==> src/rtl/wb_sequencer.sv <==
// ---------------------------------------------------------------------------
// wb_sequencer
//
// Write-back / PC-enable sequencer for a single-issue core. ALU and
// PC-relative results retire in the cycle the instruction is presented.
// Loads park the sequencer in LOAD_WAIT until data memory acknowledges.
//
// Optional feature (compile-time macro WB_TIMEOUT_EN):
//   A load waiting TIMEOUT_CYCLES cycles without MemAck is abandoned. The
//   sequencer spends one cycle in ABORT and sets the sticky TimeoutErr flag.
//   Without the macro a load waits forever and TimeoutErr is tied low.
//
// Parameters:
//   TIMEOUT_CYCLES  LOAD_WAIT cycles allowed before abort (2..255)
//
// Ports:
//   clk            clock, rising edge
//   rst_n          asynchronous active-low reset
//   InstValid      decoded instruction presented this cycle
//   RUWrIn         instruction writes its destination register
//   RUDataWrSrcIn  write-back source: 00 ALU, 01 load, 10 PC+off, 11 illegal
//   RdIn           destination register index
//   MemAck         data memory holds valid read data this cycle
//   Ready          sequencer accepts InstValid this cycle
//   MemReq         load outstanding to data memory
//   RUDataWrSrc    write-back mux select
//   RUWr           register-unit write enable
//   RdOut          register-unit write index
//   PCEn           PC may advance this cycle
//   TimeoutErr     sticky load-timeout flag
// ---------------------------------------------------------------------------
module wb_sequencer #(
   parameter int unsigned TIMEOUT_CYCLES = 16
) (
   input  logic       clk,
   input  logic       rst_n,
   input  logic       InstValid,
   input  logic       RUWrIn,
   input  logic [1:0] RUDataWrSrcIn,
   input  logic [4:0] RdIn,
   input  logic       MemAck,
   output logic       Ready,
   output logic       MemReq,
   output logic [1:0] RUDataWrSrc,
   output logic       RUWr,
   output logic [4:0] RdOut,
   output logic       PCEn,
   output logic       TimeoutErr
);

   localparam logic [1:0] ST_IDLE      = 2'd0;
   localparam logic [1:0] ST_LOAD_WAIT = 2'd1;
`ifdef WB_TIMEOUT_EN
   localparam logic [1:0] ST_ABORT     = 2'd2;
`endif

   localparam logic [1:0] SRC_ALU = 2'b00;
   localparam logic [1:0] SRC_MEM = 2'b01;
   localparam logic [1:0] SRC_PC  = 2'b10;

   // Elaboration-time guard on the timeout range.
   if ((TIMEOUT_CYCLES < 2) || (TIMEOUT_CYCLES > 255)) begin : g_timeout_range_bad
      $error("wb_sequencer: TIMEOUT_CYCLES must be in 2..255");
   end

   logic [1:0] state_q, state_d;
   logic [4:0] rd_q, rd_d;
   logic       wr_q, wr_d;

   logic       ready_s;
   logic       mem_req_s;
   logic [1:0] src_s;
   logic       ru_wr_s;
   logic [4:0] rd_out_s;
   logic       pc_en_s;

`ifdef WB_TIMEOUT_EN
   localparam logic [7:0] TIMEOUT_LIMIT = 8'(TIMEOUT_CYCLES);

   logic [7:0] cnt_q, cnt_d;
   logic [7:0] cnt_inc_s;
   logic       terr_q, terr_d;

   // cnt_inc_s is the number of ack-less wait cycles including this one.
   assign cnt_inc_s = cnt_q + 8'd1;
`endif

   // Next-state and same-cycle output decode.
   always_comb begin
      state_d   = state_q;
      rd_d      = rd_q;
      wr_d      = wr_q;
      ready_s   = 1'b0;
      mem_req_s = 1'b0;
      src_s     = SRC_ALU;
      ru_wr_s   = 1'b0;
      rd_out_s  = 5'd0;
      pc_en_s   = 1'b0;
      case (state_q)
         ST_IDLE: begin
            ready_s = 1'b1;
            if (InstValid) begin
               case (RUDataWrSrcIn)
                  SRC_ALU, SRC_PC: begin
                     src_s    = RUDataWrSrcIn;
                     rd_out_s = RdIn;
                     ru_wr_s  = RUWrIn & (RdIn != 5'd0);
                     pc_en_s  = 1'b1;
                  end
                  SRC_MEM: begin
                     // Hold the PC and remember the destination until the data returns.
                     src_s    = SRC_MEM;
                     rd_out_s = RdIn;
                     rd_d     = RdIn;
                     wr_d     = RUWrIn;
                     state_d  = ST_LOAD_WAIT;
                  end
                  default: begin
                     // Illegal source: retire without writing anything.
                     pc_en_s = 1'b1;
                  end
               endcase
            end else begin
               pc_en_s = 1'b0;
            end
         end
         ST_LOAD_WAIT: begin
            mem_req_s = 1'b1;
            src_s     = SRC_MEM;
            rd_out_s  = rd_q;
            if (MemAck) begin
               // Ack takes priority over a timeout reached in the same cycle.
               ru_wr_s = wr_q & (rd_q != 5'd0);
               pc_en_s = 1'b1;
               state_d = ST_IDLE;
            end else begin
`ifdef WB_TIMEOUT_EN
               if (cnt_inc_s >= TIMEOUT_LIMIT) begin
                  state_d = ST_ABORT;
               end else begin
                  state_d = ST_LOAD_WAIT;
               end
`else
               state_d = ST_LOAD_WAIT;
`endif
            end
         end
`ifdef WB_TIMEOUT_EN
         ST_ABORT: begin
            // Drop the load, let the PC move past the faulting instruction.
            pc_en_s = 1'b1;
            state_d = ST_IDLE;
         end
`endif
         default: begin
            state_d = ST_IDLE;
         end
      endcase
   end

`ifdef WB_TIMEOUT_EN
   // Wait counter and sticky timeout flag next values.
   always_comb begin
      cnt_d  = cnt_q;
      terr_d = terr_q;
      if ((state_q == ST_IDLE) && (state_d == ST_LOAD_WAIT)) begin
         cnt_d = 8'd0;
      end else if ((state_q == ST_LOAD_WAIT) && !MemAck) begin
         cnt_d = cnt_inc_s;
      end else begin
         cnt_d = cnt_q;
      end
      if (state_d == ST_ABORT) begin
         terr_d = 1'b1;
      end else begin
         terr_d = terr_q;
      end
   end

   // Counter and error flag registers.
   always_ff @(posedge clk or negedge rst_n) begin
      if (!rst_n) begin
         cnt_q  <= 8'd0;
         terr_q <= 1'b0;
      end else begin
         cnt_q  <= cnt_d;
         terr_q <= terr_d;
      end
   end

   assign TimeoutErr = rst_n & terr_q;
`else
   assign TimeoutErr = 1'b0;
`endif

   // FSM state and latched load destination.
   always_ff @(posedge clk or negedge rst_n) begin
      if (!rst_n) begin
         state_q <= ST_IDLE;
         rd_q    <= 5'd0;
         wr_q    <= 1'b0;
      end else begin
         state_q <= state_d;
         rd_q    <= rd_d;
         wr_q    <= wr_d;
      end
   end

   // Outputs are forced low while reset is held, Ready included, even
   // though the state register already sits in IDLE.
   assign Ready       = rst_n & ready_s;
   assign MemReq      = rst_n & mem_req_s;
   assign RUDataWrSrc = src_s & {2{rst_n}};
   assign RUWr        = rst_n & ru_wr_s;
   assign RdOut       = rd_out_s & {5{rst_n}};
   assign PCEn        = rst_n & pc_en_s;

endmodule
==> config.mk <==
export PLATFORM = sky130hd
export DESIGN_NAME = wb_sequencer
export DESIGN_NICKNAME = d
export VERILOG_FILES = /design/src/rtl/wb_sequencer.sv
export SDC_FILE = /design/constraint.sdc
export NUM_CORES = 1
export LEC_CHECK = 0
export CORE_UTILIZATION = 31
export CTS_CLUSTER_DIAMETER = 200
export DETAILED_ROUTE_END_ITERATION = 8
export GPL_ROUTABILITY_DRIVEN = 0
export PLACE_DENSITY_LB_ADDON = 0.12
export SLEW_MARGIN = 20
export SYNTH_ARGS = -nofsm -noshare
export SYNTH_HDL_FRONTEND = slang
export SYNTH_SLANG_ARGS = --single-unit
==> constraint.sdc <==
create_clock -name clk -period 1.4 [get_ports clk]
set_clock_uncertainty 0.15 [all_clocks]
set_input_delay 0.21 -clock clk [delete_from_list [all_inputs] [get_ports clk]]
set_output_delay 0.21 -clock clk [all_outputs]
set_load 0.02 [all_outputs]
==> results.json, run 1 <==
{
  "worstReg2RegStart": "state_q[0]$_DFFE_PN0P_",
  "synth_top_area_frac": 0.394,
  "netlist_top_cells_area": "dfrtp_1, mux2_2, a22o_1",
  "grt_pass1_vias": 501,
  "start_util": 0.337,
  "slowest_delay_ns": 0.55,
  "num_antenna_cells": 0,
  "grt_max_degree": 8,
  "drt_iter0_drc": 0,
  "clk_pin_slew_ns": 0.06,
  "tns_ns": -5.49,
  "end_kind": "output port",
  "rows": 13,
  "synth_cells": 41,
  "clkSinkCount": 7,
  "timing.critical_path.max_delay_family": "buffers and inverters",
  "n_fill_cell": 88,
  "dr.pass1.iters": 1,
  "vias_per_cell": 4.82,
  "track_usage": 0.224,
  "hpwl_um": 922,
  "final_net_count": 105,
  "ys_warn_count": 0,
  "fmax_mhz": 513,
  "yosys.area.top_type": "dfrtp_1",
  "cts_tree": "built",
  "grt-ovfl-total": 0,
  "wl_per_cell_um": 15.1,
  "grt_pass1_wl_um": 2220,
  "avgSynthCellArea_sq_um": 10.8,
  "final_core_util": 0.758,
  "path_cells": "clkdlybuf4s50_1 -> or4_1 -> o21ai_1 -> o31ai_2 -> buf_2",
  "dp.cells": 94,
  "ir_drop_v": 0.000614,
  "clkPwrFrac": 0.221,
  "p_sw_frac": 0.295,
  "portBuffers": 22,
  "crit_arrival_ns": 1.59,
  "hold_viol": 0,
  "antenna_found_initial": 0,
  "core_region_area_sq_um": 1320,
  "critPathMaxFanout": 2,
  "area.growth.synth_to_final_pct": 125,
  "powerDensity_nw_per_um2": 833,
  "clk_latency_ns": 0.24,
  "p_seq_frac": 0.331,
  "finalSetupViolations": 17,
  "cp_slowest_cell": "or4_1",
  "fin_crit_ns": 1.95,
  "crit_type": "input pin to output port",
  "hold_slack_ns": 0.405,
  "drc": 0,
  "min_to": "wr_q$_DFFE_PN0P_",
  "p_int_mw": 0.587,
  "syn_area_sq_um": 444,
  "final_cell_count_no_fill": 107,
  "drive_above_1_share": 0.620,
  "p_sw_mw": 0.245,
  "wl_um": 1610,
  "maxCapViolCount": 0,
  "whs_path_depth": 1,
  "leakagePower_nw": 0.487,
  "r2r-end": "rd_q[4]$_DFFE_PN0P_",
  "synth_seq_cells": 7,
  "startpoint_type": "input pin",
  "worstPathRequired_ns": 1.04,
  "synth_cell_types": 22,
  "cts_buffers": 3,
  "die_w_um": 39.9,
  "hold_class": "register to register",
  "root_buffer": "clkbuf_4",
  "num_io_pins": 24,
  "die_area_sq_um": 1590,
  "rsz0062_at_grt": "true",
  "setup_ws_ns": -0.550,
  "fp.dieH_um": 39.9,
  "ys_seq_area_frac": 0.394,
  "postRouteAntennaNets": 0,
  "clk_path_buf_depth": 2,
  "hold_start": "wr_q$_DFFE_PN0P_",
  "r2r_cells": 6,
  "combPwrFrac": 0.448,
  "htreeDepth": 1,
  "status": "finished, violations left",
  "timing.final.crit_share": 1.39,
  "syn_nets": 53,
  "maxSlewViolCount": 0,
  "vias": 516,
  "reg2reg_setup_slack_ns": -0.26,
  "violations": "setup timing",
  "path_buf_inv": 2
}
==> synthesized netlist by cell type <==
cell and n:
dfrtp_1 7, mux2_2 6, a22o_1 5, inv_1 2
nand3b_1 2, nor2b_1 2, or4_1 2, a21boi_0 1
a21o_2 1, a21oi_1 1, a31oi_1 1, and2_1 1
buf_2 1, buf_4 1, conb_1 1, nand2_1 1
nand2b_2 1, nor3_1 1, nor3b_4 1, o2111ai_1 1
o21ai_0 1, o31ai_1 1
==> sequential cells by signal, indices dropped and copies added (netlist names) <==
register,count
wr_q,1
state_q,1
rd_q,5
==> metrics by stage <==
stage | total power [mW] | area [sq um] | setup slack, ns
global placement | 0.555 | 821 | -0.941
CTS | 0.808 | 951 | -0.564
finish | 0.832 | 998 | -0.550
global route | 0.874 | 998 | -0.615
floorplan | 0.388 | 459 | -0.181
detailed placement | 0.558 | 821 | -0.953
==> cells in the final DEF, fill, tap and decap left out, drive strengths merged, types with 2 or more instances in the layout <==
| cell | count |
|---|---|
| dlygate4sd2 | 2 |
| buf | 37 |
| dfrtp | 7 |
| nor2b | 2 |
| nand3b | 2 |
| inv | 2 |
| or4 | 2 |
| mux2 | 6 |
| clkdlybuf4s50 | 8 |
| clkbuf | 4 |
| a22o | 5 |
==> timing repair <==
item	in CTS	in global routing
buffers inserted	5	4
hold endpoints to repair	7	0
setup endpoints to repair	17	18
resized for setup	79	8
pin swaps	8	6
hold buffers	1	0
==> metal layers <==
layer / global-route usage / vias up / part of all wire
met4: 0.129 / 0 / 0.0050
met3: 0.0170 / 2 / 0.047
met5: 0 / - / 0
met1: 0.248 / 238 / 0.39
met2: 0.410 / 17 / 0.55
li1: - / 259 / -
==> worst max-delay path by stage <==
stage	startpoint	to	slack, ns	cells after the start
after global routing	rd_q[2]$_DFFE_PN0P_	RUWr	-0.61	4
after detailed placement	RdIn[2]	RUWr	-0.95	5
final	RdIn[2]	RUWr	-0.55	5
after CTS	rd_q[2]$_DFFE_PN0P_	RUWr	-0.56	4
after floorplan	rd_q[2]$_DFFE_PN0P_	RUWr	-0.18	3
after global placement	RdIn[2]	RUWr	-0.94	5
==> area by class of cell <==
class / count / area (sq um) / area share
inverters: 2 / 7.51 / 0.00752
clock buffers: 4 / 26.3 / 0.0263
repair buffers: 49 / 455 / 0.456
well taps: 15 / 18.8 / 0.0188
multi-input cells: 30 / 314 / 0.315
flip-flops and latches: 7 / 176 / 0.177
==> kinds of logic (layout without fill, tap and decap cells) <==
logic type | Yosys count | count (layout) | synth area share
mux | 6 | 6 | 0.152
simple gates | 11 | 11 | 0.192
flops | 7 | 7 | 0.394
compound gates | 12 | 12 | 0.208
buf+inv | 4 | 55 | 0.0451
other cells | 1 | 1 | 0.00844
==> power groups by stage <==
stage	Sequential, mW	Combinational [mW]	Clock, mW
after detailed placement	0.271	0.287	0
final	0.275	0.372	0.184
after global routing	0.279	0.392	0.202
after global placement	0.272	0.283	0
after floorplan	0.271	0.117	0
after CTS	0.271	0.346	0.190
No activity file was read; power rests on OpenSTA's default activity.
==> inputs of run 2 (changes only) <==
--- a/config.mk
+++ b/config.mk
@@ -9,6 +9,7 @@
 export CTS_CLUSTER_DIAMETER = 200
 export DETAILED_ROUTE_END_ITERATION = 8
 export GPL_ROUTABILITY_DRIVEN = 0
+export GPL_TIMING_DRIVEN = 0
 export PLACE_DENSITY_LB_ADDON = 0.12
 export SLEW_MARGIN = 20
 export SYNTH_ARGS = -nofsm -noshare
==> run 2 against run 1 <==
Against the previous run:
- the flow still finishes with violations (setup timing)
- maximum frequency is 1.7% lower
- core utilization decreased by 5.2 points
- sequential power up 3%
- clock power barely moved
- via count decreased by 2.3%
- sequential share of layout area grew 1.3 points
- count of clock-buffer cells in the layout is the same
- register-to-register slack lost 0.02 ns
- cell area shrank 6.9%
- die area is the same
- total power fell by 3.2%
- critical path type unchanged
- largest power group unchanged
==> results.json, run 2 (same netlist as run 1, synthesis figures left out) <==
{
  "status": "finished, violations left",
  "violations": "setup timing",
  "area.sequential_sq_um": 176,
  "core_region_area_sq_um": 1320,
  "maxSlewViolCount": 0,
  "die_w_um": 39.9,
  "combPwrFrac": 0.421,
  "hold_viol": 0,
  "antenna_found_initial": 0,
  "tns_ns": -5.88,
  "crit_arrival_ns": 1.62,
  "finalSetupViolations": 18,
  "multi_input_area_sq_um": 313,
  "num_io_pins": 24,
  "p_int_mw": 0.564,
  "fmax_mhz": 504,
  "grt_max_degree": 8,
  "rows": 13,
  "hold_class": "register to register",
  "grt-ovfl-total": 0,
  "path_cells": "clkdlybuf4s50_1 -> or4_1 -> o21ai_2 -> o31ai_2 -> buf_4",
  "p_sw_mw": 0.241,
  "slowest_delay_ns": 0.59,
  "drc": 0,
  "regMostFlops": "rd_q",
  "htreeDepth": 1,
  "worstPathRequired_ns": 1.04,
  "end_kind": "output port",
  "timing.final.crit_share": 1.42,
  "clk_pin_slew_ns": 0.05,
  "layout_commonest_cell": "buf_4",
  "area.growth.synth_to_final_pct": 109,
  "cp_slowest_cell": "or4_1",
  "largest_register_ffs": 5,
  "rsz0062_at_grt": "true",
  "clkPwrFrac": 0.227,
  "p_sw_frac": 0.300,
  "ir_drop_v": 0.000639,
  "cts_buffers": 3,
  "n_fill_cell": 105,
  "fin_crit_ns": 1.98,
  "fp.dieH_um": 39.9,
  "num_antenna_cells": 0,
  "largestRegisters": "rd_q (5), state_q (1), wr_q (1)",
  "p_seq_frac": 0.352,
  "critPathMaxFanout": 3,
  "vias_per_cell": 5.09,
  "hold_slack_ns": 0.407,
  "clk_path_buf_depth": 2,
  "mostFrequentLayoutCells": "buf_4, buf_6, clkdlybuf4s50_1, mux2_4, dfrtp_1",
  "die_area_sq_um": 1590,
  "vias": 504,
  "wl_per_cell_um": 14.7,
  "startpoint_type": "input pin",
  "clkSinkCount": 7,
  "portBuffers": 22,
  "postRouteAntennaNets": 0,
  "clk_latency_ns": 0.25,
  "drt_iter0_drc": 5,
  "setup_ws_ns": -0.584,
  "root_buffer": "clkbuf_4",
  "powerDensity_nw_per_um2": 866,
  "grt_pass1_wl_um": 2160,
  "stdcell_area_sq_um": 930,
  "wl_um": 1460,
  "track_usage": 0.211,
  "drive_above_1_share": 0.595,
  "start_util": 0.337,
  "crit_type": "input pin to output port",
  "leakagePower_nw": 0.432,
  "grt_pass1_vias": 505,
  "placed_area_sq_um": 698,
  "cts_tree": "built",
  "maxCapViolCount": 0,
  "dr.pass1.iters": 3,
  "final_core_util": 0.706,
  "final_net_count": 97,
  "hpwl_um": 792
}
## run 2: final timing paths
path	from	to	slack, ns	cells past startpoint
min reg2reg	rd_q[0]$_DFFE_PN0P_	rd_q[0]$_DFFE_PN0P_	0.41	1
min	rd_q[0]$_DFFE_PN0P_	rd_q[0]$_DFFE_PN0P_	0.41	1
min in group asynchronous	rst_n	rd_q[0]$_DFFE_PN0P_	0.43	2
max	RdIn[2]	RUWr	-0.58	5
max reg2reg	state_q[0]$_DFFE_PN0P_	rd_q[2]$_DFFE_PN0P_	-0.28	6
max in group asynchronous	rst_n	state_q[0]$_DFFE_PN0P_	0.38	2
## run 2: area by class of cell
class                      instances  area share
timing repair buffer              40       0.409
multi-input combinational         30       0.336
sequential                         7       0.190
clock buffer                       4      0.0283
tap                               15      0.0202
buffer                             1     0.00808
inverter                           2     0.00808
## run 2: timing repair
action,4_1_cts,5_1_grt
hold buffers,1,0
pin swaps,7,5
endpoints found under the setup margin,18,17
gates resized for setup,83,5
hold endpoints to repair,7,0
setup buffers,15,4
## run 2: routing by layer
layer	routed length, um	GRT usage	up-vias
met1	655	0.255	242
li1	-	-	241
met3	83	0.0341	2
met2	711	0.369	19
met5	0	0	-
met4	8	0.0776	0
## run 2: worst max-delay path, delay by kind of cell
family / cells / cell delay (ns)
compound gates: 2 / 0.23
buf+inv: 2 / 0.59
simple gates: 1 / 0.59
## run 2: through the flow
| step | setup slack [ns] | cells | power, mW |
|---|---|---|---|
| CTS | -0.583 | 96 | 0.770 |
| finish | -0.584 | 99 | 0.805 |
| floorplan | -0.181 | 41 | 0.388 |
| global placement | -1.24 | 78 | 0.490 |
| global route | -0.636 | 99 | 0.856 |
| detailed placement | -1.22 | 78 | 0.492 |
## run 2: power by group through the flow
stage,Sequential [mW],Clock (mW),Combinational [mW]
finish,0.283,0.182,0.339
global route,0.287,0.208,0.360
CTS,0.277,0.188,0.305
detailed placement,0.283,0,0.209
global placement,0.282,0,0.208
floorplan,0.271,0,0.117
==> inputs of run 3 (changes only) <==
--- a/config.mk
+++ b/config.mk
@@ -5,12 +5,14 @@
 export SDC_FILE = /design/constraint.sdc
 export NUM_CORES = 1
 export LEC_CHECK = 0
+export CORE_MARGIN = 8
 export CORE_UTILIZATION = 31
 export CTS_CLUSTER_DIAMETER = 200
 export DETAILED_ROUTE_END_ITERATION = 8
 export GPL_ROUTABILITY_DRIVEN = 0
 export GPL_TIMING_DRIVEN = 0
 export PLACE_DENSITY_LB_ADDON = 0.12
+export SKIP_LAST_GASP = 1
 export SLEW_MARGIN = 20
 export SYNTH_ARGS = -nofsm -noshare
 export SYNTH_HDL_FRONTEND = slang
==> run 3 against run 2 <==
Against the previous run:
- the run still ends with setup timing left
- cell area shrank 5.2%
- sequential cell count is the same
- count of clock-buffer cells in the layout is the same
- maximum frequency grew 1.5%
- combinational power shrank 12%
- sequential share of layout area grew 1.1 points
- hold slack lost 0.018 ns
- cell count shrank 3.0%
- die area grew 83%
- via count shrank 1.6%
- critical path type is now register to output port
- critical endpoint unchanged
- largest power group unchanged
- highest routed layer unchanged
==> results.json, run 3 (same netlist as run 1, synthesis figures left out) <==
{
  "dr.pass1.iters": 3,
  "drive_above_1_share": 0.605,
  "portBuffers": 22,
  "regMostFlops": "rd_q",
  "crit_type": "register to output port",
  "die_area_sq_um": 2900,
  "final_net_count": 94,
  "cp_slowest_cell": "or4_4",
  "combPwrFrac": 0.389,
  "largest_register_ffs": 5,
  "postRouteAntennaNets": 0,
  "p_sw_mw": 0.234,
  "worstPathRequired_ns": 1.04,
  "die_w_um": 53.9,
  "largestRegisters": "rd_q (5), state_q (1), wr_q (1)",
  "path_cells": "or4_4 -> o2111ai_2 -> o31ai_2 -> buf_4",
  "track_usage": 0.106,
  "clkSinkCount": 7,
  "vias_per_cell": 5.17,
  "setup_ws_ns": -0.555,
  "place_ws_ns": -1.23,
  "worstReg2RegStart": "state_q[0]$_DFFE_PN0P_",
  "hold_slack_ns": 0.390,
  "timing.final.crit_share": 1.40,
  "tns_ns": -6.66,
  "cts_buffers": 3,
  "timing.critical_path.max_delay_family": "simple AND/OR/NAND/NOR gates",
  "maxCapViolCount": 0,
  "antenna_found_initial": 0,
  "grt-ovfl-total": 0,
  "drc": 0,
  "mostFrequentLayoutCells": "buf_4, buf_6, clkdlybuf4s50_1, dfrtp_1, a22o_1",
  "grt_pass1_wl_um": 2260,
  "start_util": 0.337,
  "violations": "setup timing",
  "drt_iter0_drc": 1,
  "p_seq_frac": 0.361,
  "fin_crit_ns": 1.96,
  "leakagePower_nw": 0.402,
  "final_cell_count_no_fill": 96,
  "vias": 496,
  "hpwl_um": 918,
  "core_region_area_sq_um": 1320,
  "area.growth.synth_to_final_pct": 98.3,
  "finalSetupViolations": 17,
  "multi_input_area_sq_um": 294,
  "dp.cells": 78,
  "hold_class": "input pin to async pin",
  "hold_viol": 0,
  "wl_um": 1480,
  "path_buf_inv": 1,
  "ir_drop_v": 0.000514,
  "fmax_mhz": 511,
  "rsz0062_at_grt": "true",
  "end_kind": "output port",
  "critPathMaxFanout": 2,
  "cts_tree": "built",
  "slowest_delay_ns": 0.53,
  "startpoint_type": "register",
  "num_io_pins": 24,
  "p_int_mw": 0.537,
  "status": "finished, violations left",
  "clk_pin_slew_ns": 0.06,
  "reg2reg_setup_slack_ns": -0.47,
  "powerDensity_nw_per_um2": 875,
  "root_buffer": "clkbuf_4",
  "p_sw_frac": 0.304,
  "grt_max_degree": 8,
  "wl_per_cell_um": 15.4,
  "maxSlewViolCount": 0,
  "grt_pass1_vias": 531,
  "clk_latency_ns": 0.26,
  "fp.dieH_um": 53.9,
  "clk_path_buf_depth": 2,
  "htreeDepth": 1,
  "layout_commonest_cell": "buf_4",
  "num_antenna_cells": 0,
  "n_fill_cell": 108,
  "clkPwrFrac": 0.250,
  "rows": 13,
  "startpoint": "rd_q[4]$_DFFE_PN0P_",
  "crit_arrival_ns": 1.60,
  "area.sequential_sq_um": 176,
  "fin_total_pwr_mw": 0.771
}
-- run 3: cell types whose count changed in the layout (fill, tap and decap cells not counted), sizes merged --
cell	delta
buf	-3
dlygate4sd2	-2
clkdlybuf4s50	+2
-- run 3: worst paths after layout --
path / cells after the start / endpoint
max: 4 / RUWr
min: 2 / rd_q[2]$_DFFE_PN0P_
max reg2reg: 7 / rd_q[0]$_DFFE_PN0P_
min reg2reg: 1 / wr_q$_DFFE_PN0P_
max in group asynchronous: 2 / state_q[0]$_DFFE_PN0P_
min in group clk: 1 / wr_q$_DFFE_PN0P_
-- run 3: power by group through the flow --
stage	combinational [mW]	clock [mW]	sequential, mW
CTS	0.265	0.194	0.278
global placement	0.209	0	0.282
floorplan	0.117	0	0.271
finish	0.300	0.192	0.278
global route	0.322	0.208	0.282
detailed placement	0.210	0	0.283
-- run 3: per-layer routing --
metal  share of wire  GRT usage  vias to the layer above
li1                -          -                      240
met1            0.40      0.115                      234
met2            0.48      0.166                       18
met3           0.099     0.0386                        4
met4           0.015     0.0756                        0
met5               0          0                        -
-- run 3: layout make-up --
class                   count  share of cell area
well taps                  15              0.0213
inverters                   2             0.00852
repair buffers             37               0.398
plain buffers               1             0.00852
clock buffers               4              0.0298
flip-flops and latches      7               0.200
multi-input cells          30               0.334
-- run 3: timing repair --
item                                    CTS  global route
buffers inserted                         11             4
pin swaps                                 7             5
endpoints found under the setup margin   18            17
gates resized for setup                  67            13
hold buffers                              1             0
endpoints found under the hold margin     7             0
-- run 3: through the flow --
stage / utilization / area, sq um
2_1_floorplan: - / 459
3_3_place_gp: 0.530 / 698
3_5_place_dp: 0.530 / 698
4_1_cts: 0.623 / 821
5_1_grt: 0.669 / 881
6_report: 0.669 / 881
